File: config.mk
export PLATFORM = sky130hd
export DESIGN_NAME = day5_input_parser
export DESIGN_NICKNAME = d
export VERILOG_FILES = /design/src/rtl/day5_pkg.sv /design/src/rtl/day5_dec_accum.sv /design/src/rtl/day5_input_parser.sv
export SDC_FILE = /design/constraint.sdc
export NUM_CORES = 1
export LEC_CHECK = 0
export ABC_AREA = 1
export CORE_MARGIN = 1
export CORE_UTILIZATION = 50
export CTS_BUF_LIST = sky130_fd_sc_hd__clkbuf_4 sky130_fd_sc_hd__clkbuf_8
export DETAILED_ROUTE_END_ITERATION = 8
export GPL_TIMING_DRIVEN = 0
export PLACE_DENSITY = 0.73
export SLEW_MARGIN = 15
export SYNTH_ARGS = -nofsm -noshare
export SYNTH_HDL_FRONTEND = slang
export SYNTH_SLANG_ARGS = --single-unit
File: constraint.sdc
create_clock -name clock -period 7.6 [get_ports clock]
set_input_delay 2.28 -clock clock [delete_from_list [all_inputs] [get_ports clock]]
set_output_delay 2.28 -clock clock [all_outputs]
set_load 0.05 [all_outputs]
File: src/rtl/day5_pkg.sv
// day5_pkg: shared ASCII codes and parser state encoding for the day-5 front end
package day5_pkg;

    localparam logic [7:0] CH_0    = 8'h30;
    localparam logic [7:0] CH_9    = 8'h39;
    localparam logic [7:0] CH_DASH = 8'h2D;
    localparam logic [7:0] CH_LF   = 8'h0A;
    localparam logic [7:0] CH_CR   = 8'h0D;

    typedef enum logic [2:0] {
        S_RANGE_LO,
        S_RANGE_HI,
        S_ID,
        S_DONE,
        S_ERR
    } state_t;

endpackage

File: src/rtl/day5_dec_accum.sv
// day5_dec_accum: decimal accumulator step acc*10+digit with overflow detect
module day5_dec_accum #(
    parameter int WIDTH = 64
) (
    input  logic             clear,
    input  logic             digit_en,
    input  logic [3:0]       digit,
    input  logic [WIDTH-1:0] acc,
    output logic [WIDTH-1:0] acc_next,
    output logic             overflow
);

    logic [WIDTH+3:0] wide;

    // x*10 = x*8 + x*2; four guard bits hold any carry out of WIDTH
    assign wide     = ({4'b0, acc} << 3) + ({4'b0, acc} << 1) + {{WIDTH{1'b0}}, digit};
    assign overflow = |wide[WIDTH+3:WIDTH];
    assign acc_next = clear ? '0 : digit_en ? wide[WIDTH-1:0] : acc;

endmodule

File: src/rtl/day5_input_parser.sv
// day5_input_parser: byte-stream parser turning "a-b" range lines and "n" id lines into pulses
module day5_input_parser
    import day5_pkg::*;
#(
    parameter int WIDTH = 64,
    parameter int CNT_W = 16
) (
    input  logic             clock,
    input  logic             reset_n,
    input  logic [7:0]       in_data,
    input  logic             in_valid,
    input  logic             in_last,
    output logic             in_ready,
    output logic             load_ranges,
    output logic [WIDTH-1:0] start_range,
    output logic [WIDTH-1:0] end_range,
    output logic [WIDTH-1:0] id,
    output logic             id_valid,
    output logic             ranges_loaded,
    output logic             done,
    output logic             error,
    output logic [CNT_W-1:0] range_count,
    output logic [CNT_W-1:0] id_count
);

    state_t state_q, state_d, st_after;
    logic [WIDTH-1:0] acc_q, acc_d, hold_q, hold_d;
    logic [WIDTH-1:0] start_q, start_d, end_q, end_d, id_q, id_d;
    logic [CNT_W-1:0] rc_q, rc_d, ic_q, ic_d;
    logic seen_q, seen_d, load_q, load_d, idv_q, idv_d, rl_q, rl_d;
    logic accept, is_digit, is_dash, is_lf, is_cr, den, clr, ovf;
    logic emit_r, emit_i, last_pending, id_pulse;

    assign in_ready = reset_n && (state_q inside {S_RANGE_LO, S_RANGE_HI, S_ID});
    assign accept   = in_valid && in_ready;
    assign is_digit = (in_data >= CH_0) && (in_data <= CH_9);
    assign is_dash  = in_data == CH_DASH;
    assign is_lf    = in_data == CH_LF;
    assign is_cr    = in_data == CH_CR;
    assign den      = accept && is_digit;

    day5_dec_accum #(.WIDTH(WIDTH)) u_accum (
        .clear    (clr),
        .digit_en (den),
        .digit    (in_data[3:0]),
        .acc      (acc_q),
        .acc_next (acc_d),
        .overflow (ovf)
    );

    // state register; reset lands on the range-low field of an empty file
    always_ff @(posedge clock or negedge reset_n) begin
        if (!reset_n) state_q <= S_RANGE_LO;
        else          state_q <= state_d;
    end

    // effect of the accepted byte alone, before any end-of-file handling
    always_comb begin
        st_after = state_q;
        seen_d   = seen_q;
        clr      = 1'b0;
        emit_r   = 1'b0;
        emit_i   = 1'b0;
        if (accept && !is_cr) begin
            if (is_digit) begin
                seen_d = 1'b1;
                if (ovf) st_after = S_ERR;
            end else if (state_q == S_RANGE_LO) begin
                if (is_dash && seen_q) begin
                    st_after = S_RANGE_HI;
                    clr      = 1'b1;
                    seen_d   = 1'b0;
                end else if (is_lf && !seen_q) begin
                    st_after = S_ID;
                end else begin
                    st_after = S_ERR;
                end
            end else if (state_q == S_RANGE_HI) begin
                if (is_lf && seen_q && acc_q >= hold_q) begin
                    st_after = S_RANGE_LO;
                    emit_r   = 1'b1;
                    clr      = 1'b1;
                    seen_d   = 1'b0;
                end else begin
                    st_after = S_ERR;
                end
            end else if (is_lf) begin
                emit_i = seen_q;
                clr    = 1'b1;
                seen_d = 1'b0;
            end else begin
                st_after = S_ERR;
            end
        end
    end

    // end of file: only an id section or a clean range boundary may finish normally
    always_comb begin
        state_d = (accept && in_last && st_after != S_ERR)
                ? ((st_after == S_ID || (st_after == S_RANGE_LO && !seen_d)) ? S_DONE : S_ERR)
                : st_after;
    end

    // registered-output next values; an unterminated final id is flushed with the last byte
    always_comb begin
        last_pending = accept && in_last && st_after == S_ID && seen_d;
        id_pulse     = emit_i || last_pending;
        load_d       = emit_r;
        start_d      = emit_r ? hold_q : '0;
        end_d        = emit_r ? acc_q : '0;
        idv_d        = id_pulse;
        id_d         = id_pulse ? (is_digit ? acc_d : acc_q) : '0;
        rl_d         = rl_q || state_d == S_ID || state_d == S_DONE;
        hold_d       = (state_q == S_RANGE_LO && st_after == S_RANGE_HI) ? acc_q : hold_q;
        rc_d         = (emit_r && rc_q != '1) ? rc_q + CNT_W'(1) : rc_q;
        ic_d         = (id_pulse && ic_q != '1) ? ic_q + CNT_W'(1) : ic_q;
    end

    // datapath and output registers
    always_ff @(posedge clock or negedge reset_n) begin
        if (!reset_n) begin
            acc_q   <= '0;
            hold_q  <= '0;
            seen_q  <= 1'b0;
            load_q  <= 1'b0;
            start_q <= '0;
            end_q   <= '0;
            idv_q   <= 1'b0;
            id_q    <= '0;
            rl_q    <= 1'b0;
            rc_q    <= '0;
            ic_q    <= '0;
        end else begin
            acc_q   <= acc_d;
            hold_q  <= hold_d;
            seen_q  <= seen_d;
            load_q  <= load_d;
            start_q <= start_d;
            end_q   <= end_d;
            idv_q   <= idv_d;
            id_q    <= id_d;
            rl_q    <= rl_d;
            rc_q    <= rc_d;
            ic_q    <= ic_d;
        end
    end

    assign load_ranges   = load_q;
    assign start_range   = start_q;
    assign end_range     = end_q;
    assign id_valid      = idv_q;
    assign id            = id_q;
    assign ranges_loaded = rl_q;
    assign range_count   = rc_q;
    assign id_count      = ic_q;
    assign done          = state_q == S_DONE || state_q == S_ERR;
    assign error         = state_q == S_ERR;

endmodule

==> Word level (Yosys, flattened, before mapping) <==
Cells that the tools add are included.
{ "op_classes": {"add_sub_neg": 4, "eq_ne": 14, "n_reduce_logical": 29, "order_cmp": 3, "muxes": 40} }
{ "ops": {"columns": ["op", "count"], "rows": [
  ["two-way mux 64 bit", 6],
  ["adder 67 x 65 -> 68 bit", 1],
  ["adder 68 x 4 -> 68 bit", 1],
  ["greater-or-equal comparator 64 bit", 1],
  ["two-way mux 3 bit", 11],
  ["adder 16 x 1 -> 16 bit (second input constant)", 2],
  ["inequality test 16 bit (second input constant)", 2],
  ["two-way mux 1 bit", 23],
  ["logical AND 1 bit", 17],
  ["== test 8 x 4 -> 1 bit (second input constant)", 2],
  ["== test 3 x 2 -> 1 bit (second input constant)", 5],
  ["== test 8 x 6 -> 1 bit (second input constant)", 1],
  ["greater-or-equal comparator 8 x 6 -> 1 bit (second input constant)", 1],
  ["less-or-equal comparator 8 x 6 -> 1 bit (second input constant)", 1],
  ["== test 3 x 1 -> 1 bit (second input constant)", 2],
  ["zero test 3 bit", 2],
  ["logical OR 1 bit", 5],
  ["OR reduction 4 bit", 1],
  ["== test 3 bit (second input constant)", 1],
  ["zero test 1 bit", 3],
  ["inequality test 3 bit (second input constant)", 1],
  ["nonzero test 3 bit", 1]
]} }
{ "word_totals": {"output_inout_bits": 230, "input_bits": 12, "word_cells": 102, "reg_bits": 359} }

==> Longest topological paths before layout <==
Gate-level depths: netlist (run 1).
{ "logic_depth": {"ltp_word": 16, "ltp_mapped": 29, "depth_no_buf": 29} }

==> By module <==
Synthesis (run 1) repeated with hierarchy kept, for this count alone.
{ "hier_totals": {"cells_unflattened": 3045, "hier_area_um2": 22714.3} }
{ "modules_own_cells": {"columns": ["mod", "n_inst", "area_per_inst_um2", "seq_area_each_um2", "cells_per_inst"], "rows": [
  ["day5_input_parser", 1, 14625.3, 8983.6, 1387],
  ["day5_dec_accum", 1, 8089.0, 0.0, 1658]
]} }

==> Worst setup path before layout (run 1) <==
No wires, ideal clock.
{ "synth_path": {"path_kind": "input -> output", "from": "input port reset_n", "to": "output port in_ready", "required_time_ns": 5.320, "stages": 2, "path_buffers": 0, "path_slack_ns": 2.172, "arrival_time_ns": 3.148, "path_cell_list": "nand2_1 a21oi_1"} }
{ "synth_between": {"elab_chain_len": 1} }
{ "synth_lines": {"columns": ["item", "line", "text"], "rows": [
  ["start: declaration", "day5_input_parser.sv:9", "input logic reset_n,"],
  ["logical AND 1 bit", "day5_input_parser.sv:34", "assign in_ready = reset_n && (state_q inside {S_RANGE_LO, S_RANGE_HI, S_ID});"],
  ["end: declaration", "day5_input_parser.sv:13", "output logic in_ready,"]
]} }
No other way between the ends.

==> Worst setup path in the final report (run 1) <==
Ends and elaborated chain as after synthesis.

==> flow_summary.toml, run 1 <==
[synthesis]
synth_nets = 2715
yosys_warnings = 0
synth_top_cell_area_share_pct = 44.1
syn_inst = 2508
synth.avg_cell_area_um2 = 8.12
synthFlopType = "dfrtp_1"
synthArstFlopShare_pct = 100
yosys.area.top_type = "dfrtp_1"
synth.cell_area_um2 = 20400
synth-edff-count = 0
synth.area.top_cells = "dfrtp_1 (44%), ha_1 (12%), nand2_1 (11%)"
ys_types = 43
seq_area_frac_synth_pct = 44.1
synth_seq_cells = 359

[setup_path]
max_stage_delay_ns = 0.89
worstPathCellList = "buf_8 > buf_16 > nand2_1 > a21oi_1 > clkdlybuf4s50_1"
cp_slowest_cell = "clkdlybuf4s50_1"
worst_setup_path_end_kind = "primary output"
cp.required_ns = 5.32
reg2reg_depth = 25
path_class = "primary input to primary output"
crit_arrival_ns = 4.48
path_max_fanout = 98
crit_path_start_kind = "primary input"

[sta]
fin_skew_ns = 0.0369
grt_setup_unrepaired = "no"
finalSetupViolations = 0
final_max_slew_viol_count = 0
hold_violations = 0
max_slew_margin_pct = 22.2
min_period_ns = 6.76
period_share_pct = 89.0
max_slew.worst_pin.slew_ns = 1.17
fin_setup_tns_ns = 0
clock.fmax_mhz = 148

[clock_tree]
cts_sinks = 359
cts_resized = 0
clockBufferDepth = 3
postCtsSetupRepairBufs = 0
ctsHoldBuffers = 0
clkLatencyLatePin_ns = 0.66
cts_made_buffers = 58
cts_tree = "built"
clk_pin_slew_worst_paths_ns = 0.06
cts-root-buf = "clkbuf_8"
ctsHtreeMaxLevel = 2

[global_routing]
gr-total-overflow = 0
grt_use_total_pct = 27.4
grt_pass1_wl_mm = 89.5
globalRouteMet2Util_pct = 45.7
grt_pass1_vias = 17599
grt_start_max_net_pins = 99
grt_antenna_before_repair = 1
busiest_layer = "met2"
grtUsageMet1_pct = 36.0
use_met3_pct = 5.34

[power]
power_leakage_nw = 12.2
powerDensity_nw_per_um2 = 156
vdd_drop_max_mv = 0.151

[final_layout]
syn2layout_area_growth_pct = 22.2
seqCellArea_um2 = 8980
multi_input_area_um2 = 9750
diodes = 0
final.fill_count = 3550
final_cells = 3385
final_cell_mix = "nand2_1 (571), nor2_1 (374), dfrtp_1 (359), inv_1 (334), clkdlybuf4s50_1 (240)"
final_layout_size_suffix_gt1_share_pct = 7.83
nets = 3019
final_common_cell = "nand2_1"

[placed_design]
portBuffers = 241
place.gp.congestion = 0.921
hpwl_mm = 43.3
place_inst = 3277

[drt]
routedWlPerCell_um = 16.5
dr.pass1.iters = 5
vias_per_cell = 5.09
ant_nets = 0
vias = 17228
drc_errors = 0
drtIter0Drc = 897
routed_wl_mm = 55.9

[floorplan]
initial_core_util_pct = 51.0
pin_count = 242
die-area_um2 = 41500
row_count = 73
die_x_um = 204
die_h_um = 204
core_um2 = 39900

[hold_path]
hold_path_depth = 2
hold_path.class = "register to register"

[run_status]
status = "completed"

[flow_run]
maxCapViolCount = 0
## flip-flops by register name, summed over array words and instances, names as in the netlist
name and flops:
seen_q 1, ranges_loaded 1, id_count 16, start_range 64, id_valid 1, id 64
acc_q 64, load_ranges 1, state_q 3, end_range 64, range_count 16, hold_q 64
## final timing paths
kind	from	endpoint	slack, ns
max	reset_n	in_ready	0.84
min	hold_q[54]	hold_q[54]	0.48
max reg2reg	acc_q[0]	id[8]	3.29
min reg2reg	hold_q[54]	hold_q[54]	0.48
max in group asynchronous	reset_n	id_count[8]	4.74
min in group asynchronous	reset_n	end_range[28]	1.57
## critical path, delay by kind of cell
| family | cells | cell delay [ns] |
|---|---|---|
| AOI/OAI and AO/OA | 1 | 0.25 |
| buffers and inverters | 3 | 1.68 |
| and+or+nand+nor | 1 | 0.11 |
## per-stage QoR
step / total power [mW] / cell area [um2] / utilization [%] / setup WS (ns) / hold WS (ns)
after global routing: 4.01 / 24900 / 62.3 / 0.599 / 0.502
final: 3.88 / 24900 / 62.3 / 0.837 / 0.482
after global placement: 2.00 / 23400 / 58.7 / -10.79 / 0.451
after detailed placement: 2.01 / 23500 / 58.9 / 0.811 / 0.457
after floorplan: 1.96 / 20400 / - / 2.17 / 0.453
after CTS: 3.92 / 24900 / 62.3 / 0.792 / 0.482
## per-layer routing
metal,part of all wire (%),vias up,wire length [um]
met5,0.016,-,9
met2,47,374,26300
met1,45,8228,25300
met3,5.3,89,2950
li1,-,8535,-
met4,2.4,2,1340
## Yosys cell counts, drive strengths merged (5+ instances only)
cell type / instances
nand2: 591
nor2: 422
dfrtp: 359
inv: 356
ha: 193
o21ai: 166
a21oi: 119
nand3: 60
clkbuf: 46
xor2: 38
nand4: 29
xnor2: 29
nor3: 27
o21bai: 14
a31oi: 11
buf: 10
nor4: 6
o21a: 6
nand3b: 5
## cell type report
class                   instances  share of cell area [%]
plain buffers                  56                    1.15
clock buffers                  90                    4.58
clock inverters                18                   0.885
inverters                     357                    5.39
multi-input cells            1736                    39.2
flip-flops and latches        359                    36.1
well taps                     525                    2.64
repair buffers                244                    10.0
## power by group
| part | switching (mW) | internal (mW) | total [mW] |
|---|---|---|---|
| registers | 0 | 1.91 | 1.91 |
| clock network | 0.785 | 1.12 | 1.91 |
| logic | 0.0443 | 0.0135 | 0.0578 |
## kinds of logic after synthesis
family,Yosys count,share of synthesized area (%)
simple gates,1147,24.3
buf+inv,413,7.98
flops,359,44.1
compound gates,327,8.64
fa+ha+maj,195,12.1
xor+xnor,67,2.88
Power figures use the tool's default switching activity.
==> inputs of run 2 (changes only) <==
- CELL_PAD_IN_SITES_DETAIL_PLACEMENT: not set -> 1
- CELL_PAD_IN_SITES_GLOBAL_PLACEMENT: not set -> 1
- CORE_UTILIZATION: 50 -> 47
- HOLD_SLACK_MARGIN: not set -> 0.02
- PLACE_DENSITY: 0.73 -> not set
- PLACE_DENSITY_LB_ADDON: not set -> 0.1
==> run 2 against run 1 <==
Net effect:
- flip-flop and latch count is the same
- combinational power grew 4.3%
- clock-buffer cell count grew 9
- sequential share of layout area is essentially flat
- utilization shrank 3.5 points
- sequential power is essentially flat
- cell area grew 0.13%
- maximum frequency shrank 6.6%
- clock power is essentially flat
- final cell count grew 1.6%
- total power shrank 0.38%
- non-clock buffer count is the same
- critical path type unchanged
- largest power group unchanged
==> flow_summary.toml, run 2 (synthesis gave the netlist of run 1 again) <==
[drt]
drc_errors = 0
topRoutingLayerUsed = "met4"
routed_wl_mm = 69.1
vias_per_cell = 5.26
wl_met1_mm = 29.9
drtIter0Drc = 921
dr_wl_met2_mm = 34.6
dr.pass1.iters = 6
routedWlPerCell_um = 20.1
ant_nets = 0
vias = 18102
routed-wl-met3_mm = 2.55

[power]
powerDensity_nw_per_um2 = 155
vdd_drop_max_mv = 0.133
power.total_mw = 3.86
power_leakage_nw = 12.1

[final_layout]
diodes = 0
final_common_cell = "nand2_1"
final_layout_size_suffix_gt1_share_pct = 7.96
syn2layout_area_growth_pct = 22.3
nets = 3022
final.fill_count = 5117
finish.utilization_pct = 58.9
final_cell_mix = "nand2_1 (571), nor2_1 (374), dfrtp_1 (359), inv_1 (334), clkdlybuf4s50_1 (240)"
final_cells = 3440
multi_input_area_um2 = 9750
seqCellArea_um2 = 8980

[sta]
clock.fmax_mhz = 138
fin_skew_ns = 0.0253
grt_setup_unrepaired = "no"
setup_slack_ns = 0.360
min_period_ns = 7.24
finalSetupViolations = 0
final_max_slew_viol_count = 0
hold_violations = 0
max_slew_margin_pct = 19.4
period_share_pct = 95.3
max_slew.worst_pin.slew_ns = 1.21
holdWs_ns = 0.484

[clock_tree]
cts_made_buffers = 61
cts-root-buf = "clkbuf_8"
cts_resized = 0
postCtsSetupRepairBufs = 0
cts_tree = "built"
clockBufferDepth = 3
ctsHoldBuffers = 0
cts_sinks = 359
clk_pin_slew_worst_paths_ns = 0.06
clkLatencyLatePin_ns = 0.67
ctsHtreeMaxLevel = 2

[setup_path]
worstPathCellList = "buf_8 > buf_16 > buf_16 > nand2_1 > a21oi_1 > clkdlybuf4s50_1"
max_stage_delay_ns = 0.89
cpMostUsedCell = "buf_16"
path_buf_inv = 4
cp.required_ns = 5.32
crit_arrival_ns = 4.96
cp_slowest_cell = "clkdlybuf4s50_1"
path_class = "primary input to primary output"
crit_path_start_kind = "primary input"
worst_setup_path_end_kind = "primary output"
critPathTopFamily = "buffers and inverters"
path_max_fanout = 107

[floorplan]
die_h_um = 210
die-area_um2 = 44200
core_um2 = 42300
initial_core_util_pct = 48.1
pin_count = 242
row_count = 75
die_x_um = 210

[placed_design]
place.gp.congestion = 0.912
dpl_worst_slack_ns = 0.363
portBuffers = 241
hpwl_mm = 51.0
place_inst = 3329

[global_routing]
grt_pass1_vias = 20027
grt_use_total_pct = 31.9
grt_start_max_net_pins = 112
grt_antenna_before_repair = 1
gr-total-overflow = 0
grt_pass1_wl_mm = 110

[hold_path]
hold_path.class = "register to register"

[run_status]
status = "completed"

[flow_run]
maxCapViolCount = 0
==> run 2: cell types whose count changed in the layout (fill, tap and decap cells not counted), sizes merged <==
| cell | before | now |
|---|---|---|
| bufinv | 5 | 1 |
| clkinv | 12 | 10 |
| clkbuf | 136 | 145 |
==> run 2: final timing paths <==
check | slack [ns] | endpoint | depth (start not counted) | from
hold reg to reg | 0.48 | hold_q[47] | 2 | hold_q[47]
hold / removal | 0.48 | hold_q[47] | 2 | hold_q[47]
setup / recovery | 0.36 | in_ready | 6 | reset_n
max in group asynchronous | 4.67 | acc_q[1] | 3 | reset_n
setup reg to reg | 3.18 | id[3] | 25 | acc_q[0]
min in group asynchronous | 1.52 | start_range[28] | 1 | reset_n
==> run 2: metrics by stage <==
stage,setup TNS [ns],cell area (um2)
3_3_place_gp,-7486.97,23500
4_1_cts,0,24900
6_report,0,24900
3_5_place_dp,0,23600
2_1_floorplan,0,20400
5_1_grt,0,24900
==> run 2: power by group <==
group / internal [mW] / switching (mW) / leakage [nW]
sequential: 1.91 / 0 / 4.89
combinational: 0.0136 / 0.0466 / 6.55
clock: 1.05 / 0.837 / 0.707
total: 2.98 / 0.884 / 12.1
==> run 2: final cells by class <==
class                      count  area share [%]
buffer                        56            1.15
clock buffer                  99            4.94
clock inverter                12           0.377
inverter                     357            5.38
multi-input combinational   1736            39.2
sequential                   359            36.1
tap                          577            2.90
timing repair buffer         244            10.0
==> run 2: per-layer routing <==
metal / global-route usage [%] / up-vias
li1: - / 8566
met1: 39.6 / 9063
met2: 56.6 / 349
met3: 4.60 / 124
met4: 10.7 / 0
met5: 0 / -
==> run 2: worst reg2reg max path, cell delays in order (launching register included) <==
cell      delay [ns]
dfrtp_1         0.41
inv_1           0.18
fa_1            0.50
fa_1            0.49
inv_1           0.10
nand3_1         0.09
nand2_2         0.10
nand2_1         0.07
nand2_2         0.10
nand2_1         0.07
nand2_2         0.14
nand2_2         0.09
nand2_4         0.13
nand2_2         0.08
nand3_1         0.07
nand2_1         0.06
nor2_2          0.16
nand2_1         0.08
nand2_1         0.07
nand2_2         0.08
nor2_4          0.12
nand2_2         0.08
o21ai_4         0.40
inv_2           0.09
clkbuf_1        0.28
nor2_1          0.28
==> inputs of run 3 (changes only) <==
- HOLD_SLACK_MARGIN: 0.02 -> 0.12
- TNS_END_PERCENT: not set -> 10
==> results of run 3 <==
The final DEF is identical to that of run 2; final timing and power are the same.
